==> src/rtl/ysyx_25030093_idu_queue.sv <==
// Buffered decode stage between IFU and EXU.
// A DEPTH-entry FIFO holds {pc, inst}. The head entry is decoded combinationally.
// Decoded control, register indices and the immediate go out on a valid/ready handshake.
// Illegal instructions are still presented, with side effects masked off, so EXU can trap.
module ysyx_25030093_idu_queue #(
    parameter int DEPTH = 2,
    parameter int XLEN  = 32,
    parameter int NREG  = 32
) (
    input  logic                     clock,
    input  logic                     reset,
    input  logic                     flush,
    input  logic                     in_valid,
    output logic                     in_ready,
    input  logic [XLEN-1:0]          in_pc,
    input  logic [31:0]              in_inst,
    output logic                     out_valid,
    input  logic                     out_ready,
    output logic [XLEN-1:0]          out_pc,
    output logic [4:0]               rd,
    output logic [4:0]               rs1,
    output logic [4:0]               rs2,
    output logic [XLEN-1:0]          imm,
    output logic [3:0]               alu_op,
    output logic [1:0]               src_a_sel,
    output logic [1:0]               src_b_sel,
    output logic                     wen,
    output logic                     mem_rd,
    output logic                     mem_wr,
    output logic [1:0]               mem_size,
    output logic                     mem_unsigned,
    output logic [2:0]               br_type,
    output logic [1:0]               csr_op,
    output logic                     ecall,
    output logic                     mret,
    output logic                     ebreak,
    output logic                     illegal,
    output logic [$clog2(DEPTH):0]   count
);

    localparam int PW = $clog2(DEPTH);
    localparam int CW = PW + 1;
    localparam logic [CW-1:0] FULL_CNT = CW'(DEPTH);

    localparam logic [31:0] INST_NOP    = 32'h00000013;
    localparam logic [31:0] INST_ECALL  = 32'h00000073;
    localparam logic [31:0] INST_EBREAK = 32'h00100073;
    localparam logic [31:0] INST_MRET   = 32'h30200073;

    localparam logic [6:0] OPC_LUI    = 7'b0110111;
    localparam logic [6:0] OPC_AUIPC  = 7'b0010111;
    localparam logic [6:0] OPC_JAL    = 7'b1101111;
    localparam logic [6:0] OPC_JALR   = 7'b1100111;
    localparam logic [6:0] OPC_BRANCH = 7'b1100011;
    localparam logic [6:0] OPC_LOAD   = 7'b0000011;
    localparam logic [6:0] OPC_STORE  = 7'b0100011;
    localparam logic [6:0] OPC_OPIMM  = 7'b0010011;
    localparam logic [6:0] OPC_OP     = 7'b0110011;
    localparam logic [6:0] OPC_FENCE  = 7'b0001111;
    localparam logic [6:0] OPC_SYSTEM = 7'b1110011;

    localparam logic [3:0] ALU_ADD  = 4'd0;
    localparam logic [3:0] ALU_SUB  = 4'd1;
    localparam logic [3:0] ALU_SLL  = 4'd2;
    localparam logic [3:0] ALU_SLT  = 4'd3;
    localparam logic [3:0] ALU_SLTU = 4'd4;
    localparam logic [3:0] ALU_XOR  = 4'd5;
    localparam logic [3:0] ALU_SRL  = 4'd6;
    localparam logic [3:0] ALU_SRA  = 4'd7;
    localparam logic [3:0] ALU_OR   = 4'd8;
    localparam logic [3:0] ALU_AND  = 4'd9;

    localparam logic [1:0] SRC_A_RS1  = 2'b00;
    localparam logic [1:0] SRC_A_PC   = 2'b01;
    localparam logic [1:0] SRC_A_ZERO = 2'b10;
    localparam logic [1:0] SRC_B_RS2  = 2'b00;
    localparam logic [1:0] SRC_B_IMM  = 2'b01;
    localparam logic [1:0] SRC_B_FOUR = 2'b10;

    localparam logic [2:0] BR_JUMP = 3'd7;

    logic [XLEN-1:0] pc_q   [DEPTH];
    logic [31:0]     inst_q [DEPTH];
    logic [PW-1:0]   wr_ptr;
    logic [PW-1:0]   rd_ptr;
    logic            enq;
    logic            deq;

    // Register index outside the implemented register file (RV32E when NREG=16)
    function automatic logic reg_bad(input logic [4:0] r);
        return 32'(r) >= 32'(NREG);
    endfunction

    assign in_ready  = (count != FULL_CNT);
    assign out_valid = (count != '0);
    // Flush wins over both handshakes, so neither pointer moves in a flush cycle
    assign enq = in_valid & in_ready & ~flush;
    assign deq = out_valid & out_ready & ~flush;

    // Pointer and occupancy bookkeeping; flush and reset both empty the queue
    always_ff @(posedge clock) begin
        if (reset || flush) begin
            wr_ptr <= '0;
            rd_ptr <= '0;
            count  <= '0;
        end else begin
            if (enq) wr_ptr <= wr_ptr + PW'(1);
            if (deq) rd_ptr <= rd_ptr + PW'(1);
            case ({enq, deq})
                2'b10:   count <= count + CW'(1);
                2'b01:   count <= count - CW'(1);
                default: count <= count;
            endcase
        end
    end

    // Entry storage; reset fills with nop so the idle head never decodes to X
    always_ff @(posedge clock) begin
        if (reset) begin
            for (int i = 0; i < DEPTH; i++) begin
                pc_q[i]   <= '0;
                inst_q[i] <= INST_NOP;
            end
        end else if (enq) begin
            pc_q[wr_ptr]   <= in_pc;
            inst_q[wr_ptr] <= in_inst;
        end
    end

    // Head entry fields
    logic [31:0] inst;
    logic [6:0]  opcode;
    logic [2:0]  funct3;
    logic [6:0]  funct7;
    assign inst   = inst_q[rd_ptr];
    assign out_pc = pc_q[rd_ptr];
    assign opcode = inst[6:0];
    assign funct3 = inst[14:12];
    assign funct7 = inst[31:25];
    assign rd     = inst[11:7];
    assign rs1    = inst[19:15];
    assign rs2    = inst[24:20];

    logic signed [31:0] imm_i, imm_s, imm_b, imm_u, imm_j;
    assign imm_i = {{20{inst[31]}}, inst[31:20]};
    assign imm_s = {{20{inst[31]}}, inst[31:25], inst[11:7]};
    assign imm_b = {{20{inst[31]}}, inst[7], inst[30:25], inst[11:8], 1'b0};
    assign imm_u = {inst[31:12], 12'b0};
    assign imm_j = {{12{inst[31]}}, inst[19:12], inst[20], inst[30:21], 1'b0};

    logic signed [31:0] dec_imm;
    logic [3:0] dec_alu;
    logic [1:0] dec_a, dec_b, dec_msize, dec_csr;
    logic [2:0] dec_br;
    logic dec_wen, dec_mrd, dec_mwr, dec_muns, dec_ecall, dec_mret, dec_ebreak;
    logic bad, use_rd, use_rs1, use_rs2;

    // Opcode/funct decode of the head entry; bad flags encodings outside RV32I+Zicsr
    always_comb begin
        dec_imm = '0;       dec_alu = ALU_ADD;  dec_a = SRC_A_RS1;  dec_b = SRC_B_RS2;
        dec_msize = 2'b00;  dec_csr = 2'b00;    dec_br = 3'd0;
        dec_wen = 1'b0;     dec_mrd = 1'b0;     dec_mwr = 1'b0;     dec_muns = 1'b0;
        dec_ecall = 1'b0;   dec_mret = 1'b0;    dec_ebreak = 1'b0;
        bad = 1'b0;         use_rd = 1'b0;      use_rs1 = 1'b0;     use_rs2 = 1'b0;
        case (opcode)
            OPC_LUI: begin
                use_rd = 1'b1; dec_wen = 1'b1;
                dec_a = SRC_A_ZERO; dec_b = SRC_B_IMM; dec_imm = imm_u;
            end
            OPC_AUIPC: begin
                use_rd = 1'b1; dec_wen = 1'b1;
                dec_a = SRC_A_PC; dec_b = SRC_B_IMM; dec_imm = imm_u;
            end
            OPC_JAL: begin
                use_rd = 1'b1; dec_wen = 1'b1; dec_br = BR_JUMP;
                dec_a = SRC_A_PC; dec_b = SRC_B_FOUR; dec_imm = imm_j;
            end
            OPC_JALR: begin
                use_rd = 1'b1; use_rs1 = 1'b1; dec_wen = 1'b1; dec_br = BR_JUMP;
                dec_a = SRC_A_PC; dec_b = SRC_B_FOUR; dec_imm = imm_i;
                bad = (funct3 != 3'b000);
            end
            OPC_BRANCH: begin
                use_rs1 = 1'b1; use_rs2 = 1'b1; dec_alu = ALU_SUB; dec_imm = imm_b;
                case (funct3)
                    3'b000:  dec_br = 3'd1;
                    3'b001:  dec_br = 3'd2;
                    3'b100:  dec_br = 3'd3;
                    3'b101:  dec_br = 3'd4;
                    3'b110:  dec_br = 3'd5;
                    3'b111:  dec_br = 3'd6;
                    default: bad = 1'b1;
                endcase
            end
            OPC_LOAD: begin
                use_rd = 1'b1; use_rs1 = 1'b1; dec_wen = 1'b1; dec_mrd = 1'b1;
                dec_b = SRC_B_IMM; dec_imm = imm_i;
                dec_msize = funct3[1:0]; dec_muns = funct3[2];
                bad = (funct3[1:0] == 2'b11) || (funct3 == 3'b110) || (funct3 == 3'b111);
            end
            OPC_STORE: begin
                use_rs1 = 1'b1; use_rs2 = 1'b1; dec_mwr = 1'b1;
                dec_b = SRC_B_IMM; dec_imm = imm_s; dec_msize = funct3[1:0];
                bad = funct3[2] || (funct3[1:0] == 2'b11);
            end
            OPC_OPIMM: begin
                use_rd = 1'b1; use_rs1 = 1'b1; dec_wen = 1'b1;
                dec_b = SRC_B_IMM; dec_imm = imm_i;
                case (funct3)
                    3'b000: dec_alu = ALU_ADD;
                    3'b010: dec_alu = ALU_SLT;
                    3'b011: dec_alu = ALU_SLTU;
                    3'b100: dec_alu = ALU_XOR;
                    3'b110: dec_alu = ALU_OR;
                    3'b111: dec_alu = ALU_AND;
                    3'b001: begin
                        dec_alu = ALU_SLL;
                        bad = (funct7 != 7'b0000000);
                    end
                    default: begin
                        dec_alu = (funct7 == 7'b0100000) ? ALU_SRA : ALU_SRL;
                        bad = (funct7 != 7'b0000000) && (funct7 != 7'b0100000);
                    end
                endcase
            end
            OPC_OP: begin
                use_rd = 1'b1; use_rs1 = 1'b1; use_rs2 = 1'b1; dec_wen = 1'b1;
                case ({funct7, funct3})
                    10'b0000000_000: dec_alu = ALU_ADD;
                    10'b0100000_000: dec_alu = ALU_SUB;
                    10'b0000000_001: dec_alu = ALU_SLL;
                    10'b0000000_010: dec_alu = ALU_SLT;
                    10'b0000000_011: dec_alu = ALU_SLTU;
                    10'b0000000_100: dec_alu = ALU_XOR;
                    10'b0000000_101: dec_alu = ALU_SRL;
                    10'b0100000_101: dec_alu = ALU_SRA;
                    10'b0000000_110: dec_alu = ALU_OR;
                    10'b0000000_111: dec_alu = ALU_AND;
                    default:         bad = 1'b1;
                endcase
            end
            OPC_FENCE: begin
                bad = (funct3 != 3'b000);
            end
            OPC_SYSTEM: begin
                if (inst == INST_ECALL) begin
                    dec_ecall = 1'b1;
                end else if (inst == INST_EBREAK) begin
                    dec_ebreak = 1'b1;
                end else if (inst == INST_MRET) begin
                    dec_mret = 1'b1;
                end else if (funct3 == 3'b001 || funct3 == 3'b010 || funct3 == 3'b011) begin
                    // Register forms only: csr_op has no encoding for the uimm variants.
                    // funct3[1:0] maps directly onto csr_op.
                    use_rd = 1'b1; use_rs1 = 1'b1; dec_wen = 1'b1;
                    dec_csr = funct3[1:0]; dec_imm = imm_i;
                end else begin
                    bad = 1'b1;
                end
            end
            default: bad = 1'b1;
        endcase
    end

    // Only fields that are actually register indices are range-checked
    assign illegal = bad | (use_rd & reg_bad(rd)) | (use_rs1 & reg_bad(rs1)) | (use_rs2 & reg_bad(rs2));

    // Side effects are suppressed for illegal entries; datapath selects pass through
    assign imm          = XLEN'(dec_imm);
    assign alu_op       = dec_alu;
    assign src_a_sel    = dec_a;
    assign src_b_sel    = dec_b;
    assign wen          = dec_wen & ~illegal & (rd != 5'd0);
    assign mem_rd       = dec_mrd & ~illegal;
    assign mem_wr       = dec_mwr & ~illegal;
    assign mem_size     = dec_msize;
    assign mem_unsigned = dec_muns;
    assign br_type      = illegal ? 3'd0 : dec_br;
    assign csr_op       = illegal ? 2'b00 : dec_csr;
    assign ecall        = dec_ecall & ~illegal;
    assign mret         = dec_mret & ~illegal;
    assign ebreak       = dec_ebreak & ~illegal;

endmodule
==> config.mk <==
export PLATFORM = sky130hd
export DESIGN_NAME = ysyx_25030093_idu_queue
export DESIGN_NICKNAME = d
export VERILOG_FILES = /design/src/rtl/ysyx_25030093_idu_queue.sv
export SDC_FILE = /design/constraint.sdc
export NUM_CORES = 1
export LEC_CHECK = 0
export BUFFER_PORTS_ARGS = -buffer_cell sky130_fd_sc_hd__buf_2
export CORE_MARGIN = 2
export CORE_UTILIZATION = 30
export CTS_BUF_LIST = sky130_fd_sc_hd__clkbuf_4 sky130_fd_sc_hd__clkbuf_8
export CTS_CLUSTER_SIZE = 30
export DETAILED_ROUTE_END_ITERATION = 8
export SYNTH_ARGS = -nofsm -noshare
export SYNTH_HDL_FRONTEND = slang
export SYNTH_SLANG_ARGS = --single-unit
export TNS_END_PERCENT = 10
==> constraint.sdc <==
create_clock -name clock -period 5.05 [get_ports clock]
set_clock_uncertainty 0.1 [all_clocks]
set_input_delay 0.505 -clock clock [delete_from_list [all_inputs] [get_ports clock]]
set_output_delay 0.505 -clock clock [all_outputs]
set_load 0.05 [all_outputs]
==> flow_summary.toml, run 1 <==
[run_status]
status = "finished clean"

[layout]
drive_gt1_share_pct = 34.93
area_growth_pct = 23.38
layout_common_cells = "174 x buf_2, 128 x edfxtp_1, 125 x and2_1"
finalNetCount = 830
final_common_cell = "buf_2"

[synthesis]
yosysTopAreaCell = "edfxtp_1"
synthArstFlopShare_pct = 0
synth_nets = 658
synthTopCellsByArea = "edfxtp_1 55%, and2_1 11%, mux2_2 6.0%, mux2i_1 4.0%, o21ai_0 1.9%"
yosys.area.top_type_share_pct = 55.00
synth.distinct_cells = 65
synth-edff-count = 128
syn_avg_cell_area_um2 = 11.88
synth_seq_area_share_pct = 56.44
yosys_warnings = 0
syn_area_um2 = 6988
synth_top_flop_cell = "edfxtp_1"
syn_inst = 588
ys_ff_latch = 133

[clocking]
cts_tree = "built"
clk_latency_ps = 430
clk_pin_slew_worst_paths_ps = 70
cts_sinks = 133
cts_hold_buffers = 0
ctsRootBufferMaster = "clkbuf_8"
cts_resized = 0
htreeDepth = 4
cts_max_path_buffers = 2
post_cts_buffers = 0
cts_buffers = 17

[critical_path]
crit_required_ps = 4450
critical_path_class = "flop to output port"
end_kind = "output port"
cp-start-kind = "flop"
path_max_fanout = 33
cp.arrival_ps = 3720

[routing]
routed_wl_um = 18640
antenna_left = 0
drtIter0Drc = 244
wire_per_inst_um = 17.12
vias_per_cell = 4.709
post-route-drc-count = 0
num_vias = 5128
firstDrtPassIters = 5

[global_route]
grt_first_pass_wirelength_um = 27850
grt_max_degree = 65
gr-total-overflow = 0
grt_usage_pct = 15.26
grt_pass1_vias = 4819
antenna_found_initial = 5

[floorplanning]
start_util_pct = 30.68
placementRows = 55
io_pins = 175
dieWidth_um = 156.6
fp.dieArea_um2 = 24530
die_h_um = 156.6
core_um2 = 22780

[flow_run]
cap_violations = 0

[place]
dp_hpwl_um = 13160
place.gp.congestion = 0.9043
port_buffers = 174

[hold_path]
hold_path.class = "input pin to flop"

[sta]
fin_crit_ps = 4324
slew_violations = 0
slew-limit-headroom_pct = 33.57
fmaxAchievable_mhz = 231.3
worstMarginPinSlew_ps = 993.8
tns_ps = 0
hold_violations = 0
worst_hold_slack_ps = 245.7
setup-violations-final = 0
rsz0062_at_grt = "false"
period_share_pct = 85.62

[power_and_ir_drop]
power.density_nw_per_um2 = 307.0
ir_worst_vdd_v = 0.0001740
leakage_nw = 3.553
[synthesized netlist by cell type, types with 4 or more instances]
cell type,n
nor3_1,17
or2_2,6
inv_1,18
nand2_1,13
and2_1,125
and3_1,6
nand2b_1,9
nor4_1,4
a21oi_1,9
nand3b_1,5
a211o_1,4
edfxtp_1,128
nand3_1,9
clkbuf_1,21
mux2_2,37
nor3b_1,4
mux2i_1,28
or3_1,4
nor2_1,32
o21ai_0,26
dfxtp_1,5
o22ai_1,7
[state kept, by name, summed over array words and instances, names as in the netlist, named ones only]
| register | flops |
|---|---|
| pc_q | 64 |
| count | 2 |
| inst_q | 64 |
| rd_ptr | 1 |
| wr_ptr | 1 |
[final timing paths]
kind                   start      endpoint  slack, ps  cells after the start
setup / recovery        flop           wen        730                      9
hold / removal    in_inst[1]  inst_q[1][1]        250                      2
setup reg to reg    count[0]    pc_q[0][7]       2470                      5
hold reg to reg     count[1]      count[1]        470                      2
[through the flow]
| stage | util, % | power [mW] | cells | area, um2 | setup slack (ps) |
|---|---|---|---|---|---|
| 6_report | 37.85 | 2.647 | 1089 | 8622 | 726.2 |
| 3_3_place_gp | 36.08 | 1.782 | 1054 | 8218 | 1225 |
| 2_1_floorplan | - | 1.640 | 588 | 6992 | 1115 |
| 3_5_place_dp | 36.08 | 1.785 | 1054 | 8218 | 1167 |
| 5_1_grt | 37.82 | 2.755 | 1086 | 8615 | 416.6 |
| 4_1_cts | 37.82 | 2.680 | 1086 | 8615 | 673.9 |
[metal layers]
layer  GRT usage, %  share of wire, %
met2          24.71                48
met3          5.096               7.5
met1          19.53                43
met5              0              0.12
met4          4.238               1.4
[report_power, final]
part | switching [mW] | leakage [nW] | internal [mW]
sequential | 0.0242 | 1.37 | 1.27
clock | 0.395 | 0.198 | 0.497
combinational | 0.339 | 1.99 | 0.126
[kinds of logic after synthesis]
kind of cell,Yosys count,share of synthesized area (%)
AOI/OAI and AO/OA,76,7.395
and+or+nand+nor,256,21.63
buffers and inverters,49,3.115
xor gates and xnor gates,6,0.7522
adders and majority gates,1,0.1790
muxes,67,10.49
DFF,133,56.44
[final cells by class]
type	instances	area, um2
Clock buffer	20	256.5
Clock inverter	12	140.1
Tap cell	313	391.6
Multi-Input combinational cell	406	2853
Sequential cell	133	3948
Fill cell	2290	14160
Timing Repair Buffer	184	958.4
Inverter	18	67.56
Antenna cell	3	7.507
[critical path: stages, from the launching register on]
cell	delay, ps
dfxtp_4	510
buf_4	380
buf_4	350
or3b_2	490
a222oi_1	500
a21oi_1	100
o21ai_1	210
o211ai_2	190
nor4_2	240
buf_2	300
No activity file was read; power rests on OpenSTA's default activity.
==> run 2: changes to the inputs <==
- ABC_AREA: not set -> 1
==> flow_summary.toml, run 2 <==
[sta]
worstMarginPinSlew_ps = 1053
tns_ps = 0
rsz0062_at_grt = "false"
hold_violations = 0
fmaxAchievable_mhz = 231.3
worst_hold_slack_ps = 258.2
slew_violations = 0
fin_crit_ps = 4323
slew-limit-headroom_pct = 29.36
period_share_pct = 85.61
setup-violations-final = 0

[routing]
antenna_left = 0
wire_per_inst_um = 14.05
firstDrtPassIters = 5
drt-met1-wl_um = 8950
post-route-drc-count = 0
met2_length_um = 9467
drtIter0Drc = 336
dr.max_layer_used = "met5"
routed_wl_um = 20130
num_vias = 6264
vias_per_cell = 4.371
wl_met3_um = 1346

[critical_path]
critPathBufInv = 3
crit_chain = "inv_8 -> nand2_1 -> nand2_1 -> inv_1 -> nor2_1 -> nand3_2 -> nand3b_2 -> o21ai_1 -> o21ai_0 -> buf_2"
crit_required_ps = 4450
critical_path_class = "flop to output port"
crit_top_cell = "nand2_1"
max_stage_delay_ps = 840
path_max_fanout = 73
cp-start-kind = "flop"
cp.arrival_ps = 3720
cp_top_family = "compound AO/OA/AOI/OAI gates"
slowest_stage = "o21ai_1"
end_kind = "output port"

[synthesis]
syn_avg_cell_area_um2 = 7.986
post-synth-top-count-cell = "nand2_1"
syn_inst = 931
ys_ff_latch = 133
yosysTopAreaCell = "edfxtp_1"
synth_common_cells = "274 x nand2_1, 184 x nor2_1, 164 x inv_1, 128 x edfxtp_1, 30 x o21ai_0"
synthArstFlopShare_pct = 0
synth-edff-count = 128
synth_nets = 1001
synth_seq_area_share_pct = 53.05
synth.distinct_cells = 39
yosys_warnings = 0
synth_top_flop_cell = "edfxtp_1"
synthTopCellsByArea = "edfxtp_1 52%, nand2_1 14%, nor2_1 9.3%, inv_1 8.3%, o21ai_0 2.0%"
yosys.area.top_type_share_pct = 51.70
syn_area_um2 = 7435

[floorplanning]
fp.dieArea_um2 = 26060
placementRows = 57
dieWidth_um = 161.4
io_pins = 175
core_um2 = 24320
start_util_pct = 30.57
die_h_um = 161.4

[layout]
drive_gt1_share_pct = 23.67
finalNonFillerCells = 1433
final_common_cell = "nand2_1"
layout_common_cells = "271 x nand2_1, 184 x nor2_1, 174 x buf_2"
top_regs = "inst_q x64, pc_q x64, count x2"
finalNetCount = 1164
fin_area_um2 = 8889
area_growth_pct = 19.56

[run_status]
status = "finished clean"

[power_and_ir_drop]
ir_worst_vdd_v = 0.0001821
finalPower_mw = 2.577
power.density_nw_per_um2 = 289.9
leakage_nw = 4.522

[place]
dp_cells = 1399
dp_hpwl_um = 14160
placed_area_um2 = 8512
port_buffers = 174
place.gp.congestion = 0.9405

[clocking]
ctsRootBufferMaster = "clkbuf_8"
clk_pin_slew_worst_paths_ps = 70
htreeDepth = 4
clk_latency_ps = 440
cts_resized = 0
cts_buffers = 17
post_cts_buffers = 0
cts_tree = "built"
cts_max_path_buffers = 2
cts_hold_buffers = 0
cts_sinks = 133

[global_route]
gr-total-overflow = 0
antenna_found_initial = 3
grt_first_pass_wirelength_um = 31530
grt_pass1_vias = 6034
grt_max_degree = 74
grt_usage_pct = 15.57

[flow_run]
cap_violations = 0

[hold_path]
hold_path.class = "input pin to flop"
==> run 2: changes by cell type after synthesis, moves of 28 or more <==
cell | before | now
and2_1 | 125 | 0
mux2i_1 | 28 | 0
nand2_1 | 13 | 274
nor2_1 | 32 | 184
inv_1 | 18 | 164
mux2_2 | 37 | 0
==> run 2: logic make-up (layout without fill, tap and decap cells) <==
logic type | Yosys count | in the layout | synth area share (%)
AND/OR/NAND/NOR | 529 | 529 | 29.70
buffers and inverters | 203 | 379 | 11.95
other | 0 | 2 | 0
XOR/XNOR | 1 | 1 | 0.1178
adder cells (fa/ha/maj) | 1 | 1 | 0.1683
flip-flops | 133 | 133 | 53.05
AO/OA/AOI/OAI | 64 | 64 | 5.015
==> run 2: power breakdown <==
group	switching [mW]	internal [mW]	leakage [nW]
Clock	0.435	0.398	0.177
Sequential	0.0154	1.26	1.36
Combinational	0.364	0.104	2.98
Total	0.815	1.76	4.52
==> run 2: final timing paths <==
kind | start | end | slack, ps | depth (start not counted)
setup / recovery | flop | imm[31] | 730 | 10
hold / removal | in_inst[0] | inst_q[0][0] | 260 | 3
setup reg to reg | count[0] | inst_q[0][25] | 2130 | 7
hold reg to reg | rd_ptr | rd_ptr | 380 | 2
==> run 2: routing by layer <==
layer  vias up  global-route usage [%]
li1       3197                       -
met1      2809                   20.22
met2       231                   25.91
met3        25                   3.287
met4         2                   5.114
met5         -                       0
==> run 2: worst reg2reg max path, stage by stage (launching register included) <==
cell and delay (ps):
dfxtp_1 420, inv_1 60, nand2_1 70, nand2_1 70, or2_2 290, nor2_1 110
nand2_2 460, nand2_4 940
==> run 2: final cells by class <==
class | instances | area [um2]
tap | 324 | 405.4
multi-input combinational | 595 | 2620
timing repair buffer | 177 | 893.4
sequential | 133 | 3948
clock inverter | 14 | 130.1
clock buffer | 18 | 241.5
inverter | 170 | 645.6
antenna | 2 | 5.005
fill | 2532 | 15430
==> run 2: per-stage QoR <==
step	utilization, %	setup WS, ps
4_1_cts	36.53	656.8
5_1_grt	36.53	262.6
3_3_place_gp	35.00	1331
2_1_floorplan	-	1154
6_report	36.55	726.6
3_5_place_dp	35.00	1142
